==> config.mk <==
export PLATFORM = sky130hd
export DESIGN_NAME = udp_vlg_tx_arb_flat
export DESIGN_NICKNAME = d
export VERILOG_FILES = /design/src/rtl/udp_vlg_pkg.sv /design/src/rtl/udp.sv /design/src/rtl/udp_vlg_rr_pick.sv /design/src/rtl/udp_vlg_tx_arb.sv /design/src/flat_wrapper.sv
export SDC_FILE = /design/constraint.sdc
export NUM_CORES = 1
export LEC_CHECK = 0
export CAP_MARGIN = 10
export CORE_AREA = 2 2 189 191
export CTS_BUF_LIST = sky130_fd_sc_hd__clkbuf_16
export CTS_CLUSTER_SIZE = 14
export DETAILED_ROUTE_END_ITERATION = 7
export DIE_AREA = 0 0 191 193
export PLACE_DENSITY = 0.58
export SLEW_MARGIN = 30
export SYNTH_ARGS = -nofsm -noshare
export SYNTH_HDL_FRONTEND = slang
export SYNTH_SLANG_ARGS = --single-unit
==> constraint.sdc <==
create_clock -name clk -period 3.7 [get_ports clk]
set_input_delay 0.74 -clock clk [delete_from_list [all_inputs] [get_ports clk]]
set_output_delay 0.74 -clock clk [all_outputs]
set_load 0.1 [all_outputs]
==> src/rtl/udp_vlg_pkg.sv <==
// Shared UDP transmit types: payload beat, datagram metadata, arbiter state.
package udp_vlg_pkg;

   typedef struct packed {
      logic [7:0] dat;
      logic       val;
      logic       sof;
      logic       eof;
      logic       err;
   } stream_t;

   typedef struct packed {
      logic [31:0] ip_dst;
      logic [15:0] port_src;
      logic [15:0] port_dst;
      logic [15:0] len;
   } udp_meta_t;

   typedef enum logic [1:0] {
      IDLE,
      GRANT,
      XMIT,
      RELEASE
   } udp_arb_fsm_t;

   // Reason code reported when the watchdog kills a stalled datagram.
   localparam logic [1:0] UDP_ABORT_TIMEOUT = 2'd1;

endpackage

==> src/rtl/udp.sv <==
// UDP transmit handshake bundle between a source and the IPv4 layer.
interface udp;
   import udp_vlg_pkg::*;

   stream_t   strm;
   udp_meta_t meta;
   logic      rdy;
   logic      req;
   logic      ack;
   logic      done;

   modport out_tx (output strm, meta, rdy, input req, ack, done);
   modport in_rx  (input strm, meta, rdy, output req, ack, done);

endinterface

==> src/rtl/udp_vlg_rr_pick.sv <==
// Combinational round-robin priority encoder: first set request above ptr, wrapping modulo N.
module udp_vlg_rr_pick #(
   parameter  int N  = 4,
   localparam int IW = $clog2(N)
) (
   input  logic [N-1:0]  req,
   input  logic [IW-1:0] ptr,
   output logic [IW-1:0] idx,
   output logic          any
);

   logic [IW-1:0] cand;

   // Scan from the farthest candidate back to ptr+1 so the nearest hit is written last.
   always_comb begin
      idx  = '0;
      any  = 1'b0;
      cand = '0;
      for (int k = N; k >= 1; k--) begin
         cand = IW'((int'(ptr) + k) % N);
         if (req[cand]) begin
            idx = cand;
            any = 1'b1;
         end
      end
   end

endmodule

==> src/rtl/udp_vlg_tx_arb.sv <==
// N-channel UDP transmit arbiter: round-robin grant per datagram, combinational
// forwarding of handshake and payload, watchdog abort of stalled clients.
module udp_vlg_tx_arb
   import udp_vlg_pkg::*;
#(
   parameter  int N       = 4,
   parameter  int TIMEOUT = 65535,
   localparam int IW      = $clog2(N),
   localparam int WW      = $clog2(TIMEOUT + 1)
) (
   input  logic          clk,
   input  logic          rst,
   input  stream_t       in_strm [N],
   input  udp_meta_t     in_meta [N],
   input  logic [N-1:0]  in_rdy,
   output logic [N-1:0]  in_req,
   output logic [N-1:0]  in_ack,
   output logic [N-1:0]  in_done,
   output logic [N-1:0]  in_tout,
   udp.out_tx            out,
   output logic [IW-1:0] gnt_idx,
   output logic          busy
);

   udp_arb_fsm_t  state_q, state_d;
   logic [IW-1:0] ptr_q, ptr_d;
   logic [IW-1:0] gnt_q, gnt_d;
   udp_meta_t     meta_q, meta_d;
   logic [WW-1:0] wdog_q, wdog_d;

   logic [IW-1:0] pick_idx;
   logic          pick_any;
   logic          expire;
   logic          rdy_o;
   stream_t       strm_o;

   udp_vlg_rr_pick #(.N(N)) u_pick (
      .req (in_rdy),
      .ptr (ptr_q),
      .idx (pick_idx),
      .any (pick_any)
   );

   assign busy    = (state_q == GRANT) || (state_q == XMIT);
   assign gnt_idx = gnt_q;
   // A completion landing on the expiry cycle takes precedence over the abort.
   assign expire  = busy && (wdog_q == WW'(TIMEOUT)) && !((state_q == XMIT) && out.done);

   always_ff @(posedge clk or posedge rst) begin
      if (rst) begin
         state_q <= IDLE;
         ptr_q   <= IW'(N - 1);
         gnt_q   <= '0;
         meta_q  <= '0;
         wdog_q  <= '0;
      end else begin
         state_q <= state_d;
         ptr_q   <= ptr_d;
         gnt_q   <= gnt_d;
         meta_q  <= meta_d;
         wdog_q  <= wdog_d;
      end
   end

   always_comb begin
      state_d = state_q;
      ptr_d   = ptr_q;
      gnt_d   = gnt_q;
      meta_d  = meta_q;
      wdog_d  = wdog_q;
      case (state_q)
         IDLE: begin
            if (pick_any) begin
               gnt_d   = pick_idx;
               meta_d  = in_meta[pick_idx];
               wdog_d  = '0;
               state_d = GRANT;
            end
         end
         GRANT: begin
            wdog_d = wdog_q + 1'b1;
            if (expire || !in_rdy[gnt_q]) begin
               state_d = RELEASE;
            end else if (out.ack) begin
               state_d = XMIT;
            end
         end
         XMIT: begin
            wdog_d = wdog_q + 1'b1;
            if (out.done || expire) begin
               state_d = RELEASE;
            end
         end
         RELEASE: begin
            ptr_d   = gnt_q;
            wdog_d  = '0;
            state_d = IDLE;
         end
         default: state_d = IDLE;
      endcase
   end

   always_comb begin
      rdy_o   = 1'b0;
      strm_o  = '0;
      in_req  = '0;
      in_ack  = '0;
      in_done = '0;
      in_tout = '0;
      case (state_q)
         GRANT: begin
            rdy_o          = 1'b1;
            in_ack[gnt_q]  = out.ack;
            in_req[gnt_q]  = out.req;
            in_tout[gnt_q] = expire;
         end
         XMIT: begin
            rdy_o          = 1'b1;
            strm_o         = in_strm[gnt_q];
            in_req[gnt_q]  = out.req;
            in_done[gnt_q] = out.done;
            in_tout[gnt_q] = expire;
            // Poison the frame on abort so IPv4 drops it instead of sending a runt.
            if (expire) begin
               strm_o.val = 1'b1;
               strm_o.eof = 1'b1;
               strm_o.err = 1'b1;
            end
         end
         default: ;
      endcase
   end

   assign out.rdy  = rdy_o;
   assign out.strm = strm_o;
   assign out.meta = meta_q;

endmodule

==> src/flat_wrapper.sv <==
// flat-port wrapper written by rule: the top's interface ports become plain ports
module udp_vlg_tx_arb_flat import udp_vlg_pkg::*;
#(
   parameter  int N       = 4,
   parameter  int TIMEOUT = 65535,
   localparam int IW      = $clog2(N),
   localparam int WW      = $clog2(TIMEOUT + 1)
)
  (clk, rst, in_strm, in_meta, in_rdy, in_req, in_ack, in_done, in_tout, gnt_idx, busy, out_strm, out_meta, out_rdy, out_req, out_ack, out_done);
  udp out_i ();
  input  logic clk;
  input  logic rst;
  input  stream_t in_strm[N];
  input  udp_meta_t in_meta[N];
  input  logic [N-1:0] in_rdy;
  output logic [N-1:0] in_req;
  output logic [N-1:0] in_ack;
  output logic [N-1:0] in_done;
  output logic [N-1:0] in_tout;
  output logic [IW-1:0] gnt_idx;
  output logic busy;
  output wire logic [$bits(out_i.strm)-1:0] out_strm;
  output wire logic [$bits(out_i.meta)-1:0] out_meta;
  output wire logic [$bits(out_i.rdy)-1:0] out_rdy;
  input wire logic [$bits(out_i.req)-1:0] out_req;
  input wire logic [$bits(out_i.ack)-1:0] out_ack;
  input wire logic [$bits(out_i.done)-1:0] out_done;
  assign out_strm = out_i.strm;
  assign out_meta = out_i.meta;
  assign out_rdy = out_i.rdy;
  assign out_i.req = out_req;
  assign out_i.ack = out_ack;
  assign out_i.done = out_done;
  udp_vlg_tx_arb #(.N(N), .TIMEOUT(TIMEOUT)) u_core (.clk(clk), .rst(rst), .in_strm(in_strm), .in_meta(in_meta), .in_rdy(in_rdy), .in_req(in_req), .in_ack(in_ack), .in_done(in_done), .in_tout(in_tout), .out(out_i), .gnt_idx(gnt_idx), .busy(busy));
endmodule
=== After elaboration in Yosys (flattened, before gate mapping) ===
Index checks and enable logic that the tools add are counted.

* Register bits: 102
* Logic and storage cells: 88
* Output and inout bits: 112

* Bitwise gates (word level): 6
* Equality and inequality tests: 7
* Magnitude comparators: 8
* Multiplexer cells: 41
* Add/sub/neg operators: 5
* Reductions and logical operators: 13

{| class="wikitable"
|+ Operators by type and width
! cell !! count
|-
| binary-select mux 80 bit (select 2 bit) || 1
|-
| two-way mux 80 bit || 2
|-
| case mux 16 bit (3 select lines) || 1
|-
| two-way mux 12 bit || 3
|-
| binary-select mux 12 bit (select 2 bit) || 1
|-
| two-way mux 2 bit || 9
|-
| adder 16 x 1 -> 16 bit (second input constant) || 1
|-
| bitwise AND 4 bit || 4
|-
| == test 16 bit (second input constant) || 1
|-
| two-way mux 16 bit || 1
|-
| two-way mux 4 bit || 4
|-
| < comparator 2 x 3 -> 1 bit (second input constant) || 5
|-
| two-way mux 1 bit || 12
|-
| binary-select mux 1 bit (select 2 bit) || 5
|-
| case mux 2 bit (4 select lines) || 1
|-
| >= comparator 3 bit (second input constant) || 2
|-
| inverter 2 -> 3 bit || 2
|-
| adder 2 x 1 -> 2 bit (second input constant) || 2
|-
| adder 2 bit (second input constant) || 2
|-
| == test 2 bit (second input constant) || 2
|-
| logical AND 1 bit || 4
|-
| logical OR 1 bit || 3
|-
| != test 3 bit (second input constant) || 1
|-
| AND reduction 3 bit || 1
|-
| 9 further kinds || 10
|}

=== Longest topological paths before layout ===
* Depth in word-level cells: 11
* Mapped depth: 8

=== By module ===
From an unflattened synthesis, not the netlist that was laid out.

* Cell total of the unflattened synthesis: 462
* Area total of the unflattened synthesis: 6616.3 sq um

{| class="wikitable"
|+ Modules (own cells, without submodules)
! module !! cells each !! sequential area each (sq um) !! instances !! area each (sq um)
|-
| udp_vlg_tx_arb || 448 || 2555.0 || 1 || 6525.0
|-
| udp_vlg_rr_pick || 14 || 0.0 || 1 || 91.3
|}

=== Least setup slack after synthesis ===
Ideal clock, no wire load.

* Kind: reg2out
* Start point: register u_core.state_q[1]
* End point: output in_tout[0]
* Required time: 2.960 ns
* Cell stages (with the launch flop): 8
* Setup slack: -1.158 ns
* Arrival time: 4.118 ns
* Buffers on the path: 1
* Path through: dfrtp_1 > inv_1 > ha_1 > clkbuf_1 > nand4_1 > a21oi_1 > nand2_1 > nor3_1

* Longest elaborated chain between the ends: 6
* Elaborated cells between the ends (all ways): 10

{| class="wikitable"
|+ RTL lines
! what !! RTL line !! text
|-
| start: declaration || udp_vlg_tx_arb.sv:25 || <nowiki>udp_arb_fsm_t state_q, state_d;</nowiki>
|-
| start signal: assignment || udp_vlg_tx_arb.sv:57 || <nowiki>state_q <= state_d;</nowiki>
|-
| == test 2 x 1 -> 1 bit or == test 2 bit (tied branches) || udp_vlg_tx_arb.sv:44 || <nowiki>assign busy = (state_q == GRANT) || (state_q == XMIT);</nowiki>
|-
| logical OR 1 bit (*) || udp_vlg_tx_arb.sv:44 ||
|-
| net busy || flat_wrapper.sv:21 || <nowiki>output logic busy;</nowiki>
|-
| logical AND 1 bit (*) (2 in series) || udp_vlg_tx_arb.sv:47 || <nowiki>assign expire = busy && (wdog_q == WW'(TIMEOUT)) && !((state_q == XMIT) && out.done);</nowiki>
|-
| bitwise AND 4 bit (no line) (*) || -- ||
|-
| two-way mux 4 bit (*) || -- ||
|-
| end: declaration || flat_wrapper.sv:19 || <nowiki>output logic [N-1:0] in_tout;</nowiki>
|}

The timed path passes the listed nets; every way through them passes the cells marked *.

=== Final worst setup path ===
* Start point: register u_core.gnt_q[0], in the netlist u_core.gnt_idx[0]
* End point: output out_strm[3]

* Longest elaborated chain between the ends: 6

{| class="wikitable"
|+ RTL lines
! what !! RTL line !! text
|-
| start: declaration || udp_vlg_tx_arb.sv:27 || <nowiki>logic [IW-1:0] gnt_q, gnt_d;</nowiki>
|-
| start signal: assignment || udp_vlg_tx_arb.sv:59 || <nowiki>gnt_q <= gnt_d;</nowiki>
|-
| inverter 2 -> 3 bit (implied by the code) || udp_vlg_tx_arb.sv:119 || <nowiki>strm_o = in_strm[gnt_q];</nowiki>
|-
| binary-select mux 12 bit (select 2 bit) || udp_vlg_tx_arb.sv:119 ||
|-
| two-way mux 12 bit (implied by the code) (2 in series) || udp_vlg_tx_arb.sv:119 ||
|-
| two-way mux 1 bit || udp_vlg_tx_arb.sv:124 || <nowiki>if (expire) begin</nowiki>
|-
| two-way mux 12 bit || udp_vlg_tx_arb.sv:110 || <nowiki>case (state_q)</nowiki>
|-
| end: declaration || flat_wrapper.sv:22 || <nowiki>output wire logic [$bits(out_i.strm)-1:0] out_strm;</nowiki>
|}

No other way between the ends. The select of a mux whose other input is x is not followed.

==> impl_metrics.toml <==
[synthesis]
synth_edf_count = 0
ys_ff_latch = 102
synth_nets = 1018
synth-main-ff-cell = "dfrtp_1"
syn_area_per_cell_um2 = 10.8
syn_area_um2 = 6860
yosys_warnings = 0
ys_seq_area_share_pct = 37.2
synthCells = 636
async_flop_share_pct = 100
ys_types = 44

[cts]
cts-root-buf = "clkbuf_16"
cts.sinks = 102
clk_latency_ns = 0.35
numCtsBuffers = 9
clk_pin_slew_ns = 0.07
post-cts-setup-buffers = 0
htreeDepth = 3
clockBufferDepth = 2
ctsHoldBuffers = 0
cts_tree = "done"
cts.repair.resized = 0

[die]
pin_count = 489
fp.dieH_um = 193
die_width_um = 191
core_um2 = 35000
start_util_pct = 19.6
rows = 69
die_area_um2 = 36900

[cells_and_area]
layout_commonest_cell = "clkdlybuf4s50_1"
area_delta_synth_final_pct = 79.5
antenna_cells = 0
fin_area_um2 = 12300
finalNetCount = 1478
utilization_pct = 35.2
final_cell_mix = "453 x clkdlybuf4s50_1, 163 x mux2i_1, 105 x nand2_1"
layoutNonFillerInstCount = 1562
drive_gt1_share_pct = 8.81

[timing]
hold_viol_final = 0
min_period_ns = 3.00
finClkSkew_ns = 0.0168
fin_crit_sh_pct = 81.0
tightest_slew_ns = 1.03
relSlewSlack_pct = 31.2
fmax_ghz = 0.334
hold_ws_ns = 0.485
final.setup.tns_ns = 0
rsz0062_at_grt = "no"
final-setup-viol-count = 0
finalWorstSetupSlack_ns = 0.704
slew_violations = 0

[global_routing]
antenna_found_initial = 0
grt_max_degree = 84
grt_pass1_vias = 6876
grt.overflow.total = 0
grt_first_pass_wirelength_um = 40200
track_usage_pct = 14.2

[placement]
gp_congestion = 0.817
portBuffers = 488
dp_cells = 1546
pre_cts_ws_ns = 0.631
place_area_um2 = 12000
dp_hpwl_um = 21800

[worst_setup_path]
critical_path_class = "reg2out"
cp.arrival_ns = 2.26
worstSetupEndpointType = "output port"
critPathLaunch = "u_core.gnt_idx[0]$_DFFE_PP0P_"
reg2regPathDepth = 5
crit_path_end = "out_strm[3]"
cp_data_required_time_ns = 2.96
rrSetupSlack_ns = 1.34
r2r-start = "u_core.gnt_idx[0]$_DFFE_PP0P_"
slowest_stage = "dfrtp_1"
critPathLaunchType = "flip-flop"
reg2reg_to = "u_core.state_q[0]$_DFFE_PP0P_"
worst-path-max-fanout = 15
cpPeakStageDelay_ns = 0.90
crit_chain = "mux4_2 > o21a_1 > buf_12"

[detailed_routing]
avgRoutedWirePerCell_um = 17.9
vias = 6879
detail_route.iter0.violations = 236
ant_nets = 0
drc_errors = 0
drt_wl_total_um = 27900
vias_per_cell = 4.40
drtPass1Iterations = 4

[power_and_ir_drop]
p_int_mw = 4.52
p_sw_mw = 6.51
ir_drop_v = 0.000526
totalPowerFinal_mw = 11.0
seqPwrFrac_pct = 17.8
switching_share_pct = 59.1
clkPwrFrac_pct = 9.6
power_density_nw_per_um2 = 896
p_comb_share_pct = 72.6
leakage_nw = 5.34

[flow_run]
cap_viol_max_count = 0

[status]
outcome = "complete, no violations"

[hold_path]
min_path_type = "reg2reg"
[state kept, by name, indices dropped and copies added (netlist names)]
| signal | flops |
|---|---|
| u_core.out.meta | 80 |
| u_core.wdog_q | 16 |
| u_core.gnt_idx | 2 |
| u_core.ptr_q | 2 |
| u_core.state_q | 2 |
[layout make-up]
cell class / count / area (µm²)
clock buffer: 9 / 225
clock inverter: 7 / 90.1
fill: 3531 / 22700
inverter: 8 / 32.5
multi-input combinational: 474 / 3840
sequential: 102 / 2560
tap: 461 / 577
timing repair buffer: 501 / 4990
[worst min path at each step]
stage / slack, ns / cells past startpoint / from / end
floorplan: 0.47 / 2 / u_core.wdog_q[1]$_DFFE_PP0P_ / u_core.wdog_q[1]$_DFFE_PP0P_
global placement: 0.47 / 2 / u_core.out.meta[38]$_DFFE_PP0P_ / u_core.out.meta[38]$_DFFE_PP0P_
detailed placement: 0.47 / 2 / u_core.out.meta[23]$_DFFE_PP0P_ / u_core.out.meta[23]$_DFFE_PP0P_
CTS: 0.49 / 2 / u_core.out.meta[48]$_DFFE_PP0P_ / u_core.out.meta[48]$_DFFE_PP0P_
global route: 0.51 / 2 / u_core.out.meta[47]$_DFFE_PP0P_ / u_core.out.meta[47]$_DFFE_PP0P_
finish: 0.49 / 2 / u_core.out.meta[48]$_DFFE_PP0P_ / u_core.out.meta[48]$_DFFE_PP0P_
[power groups by stage]
stage	clock network, mW	registers (mW)	logic, mW
2_1_floorplan	0	4.93	3.20
3_3_place_gp	0	1.97	8.03
3_5_place_dp	0	1.97	8.08
4_1_cts	1.11	1.97	8.08
5_1_grt	1.15	2.03	8.39
6_report	1.06	1.96	8.01
[critical path: cells and delay by family, from the launching register on]
kind	cells	cell delay (ns)
flops	1	0.90
mux	1	0.62
buf+inv	1	0.17
compound gates	1	0.22
[cells by family after synthesis]
family | after synthesis | synth area share (%)
XOR/XNOR | 8 | 1.02
multiplexers | 179 | 28.5
AND/OR/NAND/NOR | 175 | 11.3
AO/OA/AOI/OAI | 107 | 13.4
buffers and inverters | 60 | 7.62
adder cells (fa/ha/maj) | 5 | 0.912
flip-flops | 102 | 37.2
[synth_stat cells, drive strengths merged, types with 2 or more instances]
| master | number | share of area (%) |
|---|---|---|
| nor4 | 2 | 0.49 |
| xor2 | 7 | 0.89 |
| nor3 | 6 | 0.44 |
| nor2b | 2 | 0.18 |
| nand3 | 7 | 0.51 |
| nand4 | 4 | 0.36 |
| nand2 | 106 | 5.8 |
| o221ai | 81 | 10 |
| clkbuf | 20 | 1.1 |
| a21oi | 6 | 0.49 |
| and2 | 11 | 1.0 |
| mux2i | 163 | 24 |
| a22o | 4 | 0.51 |
| mux4 | 13 | 4.3 |
| nand2b | 5 | 0.46 |
| dfrtp | 100 | 36 |
| ha | 5 | 0.91 |
| dfstp | 2 | 0.77 |
| mux2 | 3 | 0.49 |
| o21ai | 4 | 0.29 |
| o21a | 3 | 0.33 |
| or3 | 3 | 0.27 |
| nor2 | 26 | 1.4 |
| buf | 25 | 4.2 |
| o22ai | 3 | 0.27 |
| inv | 8 | 0.44 |
| bufbuf | 7 | 1.9 |
[metal layers]
metal	part of all wire [%]	routed length [µm]	track usage (%)	vias to the layer above
li1	-	-	-	3320
met1	40	11100	16.8	3232
met2	51	14200	25.9	309
met3	7.7	2140	3.26	18
met4	1.6	433	3.61	0
met5	0	0	0	-
(Power assumes the default switching activity.)
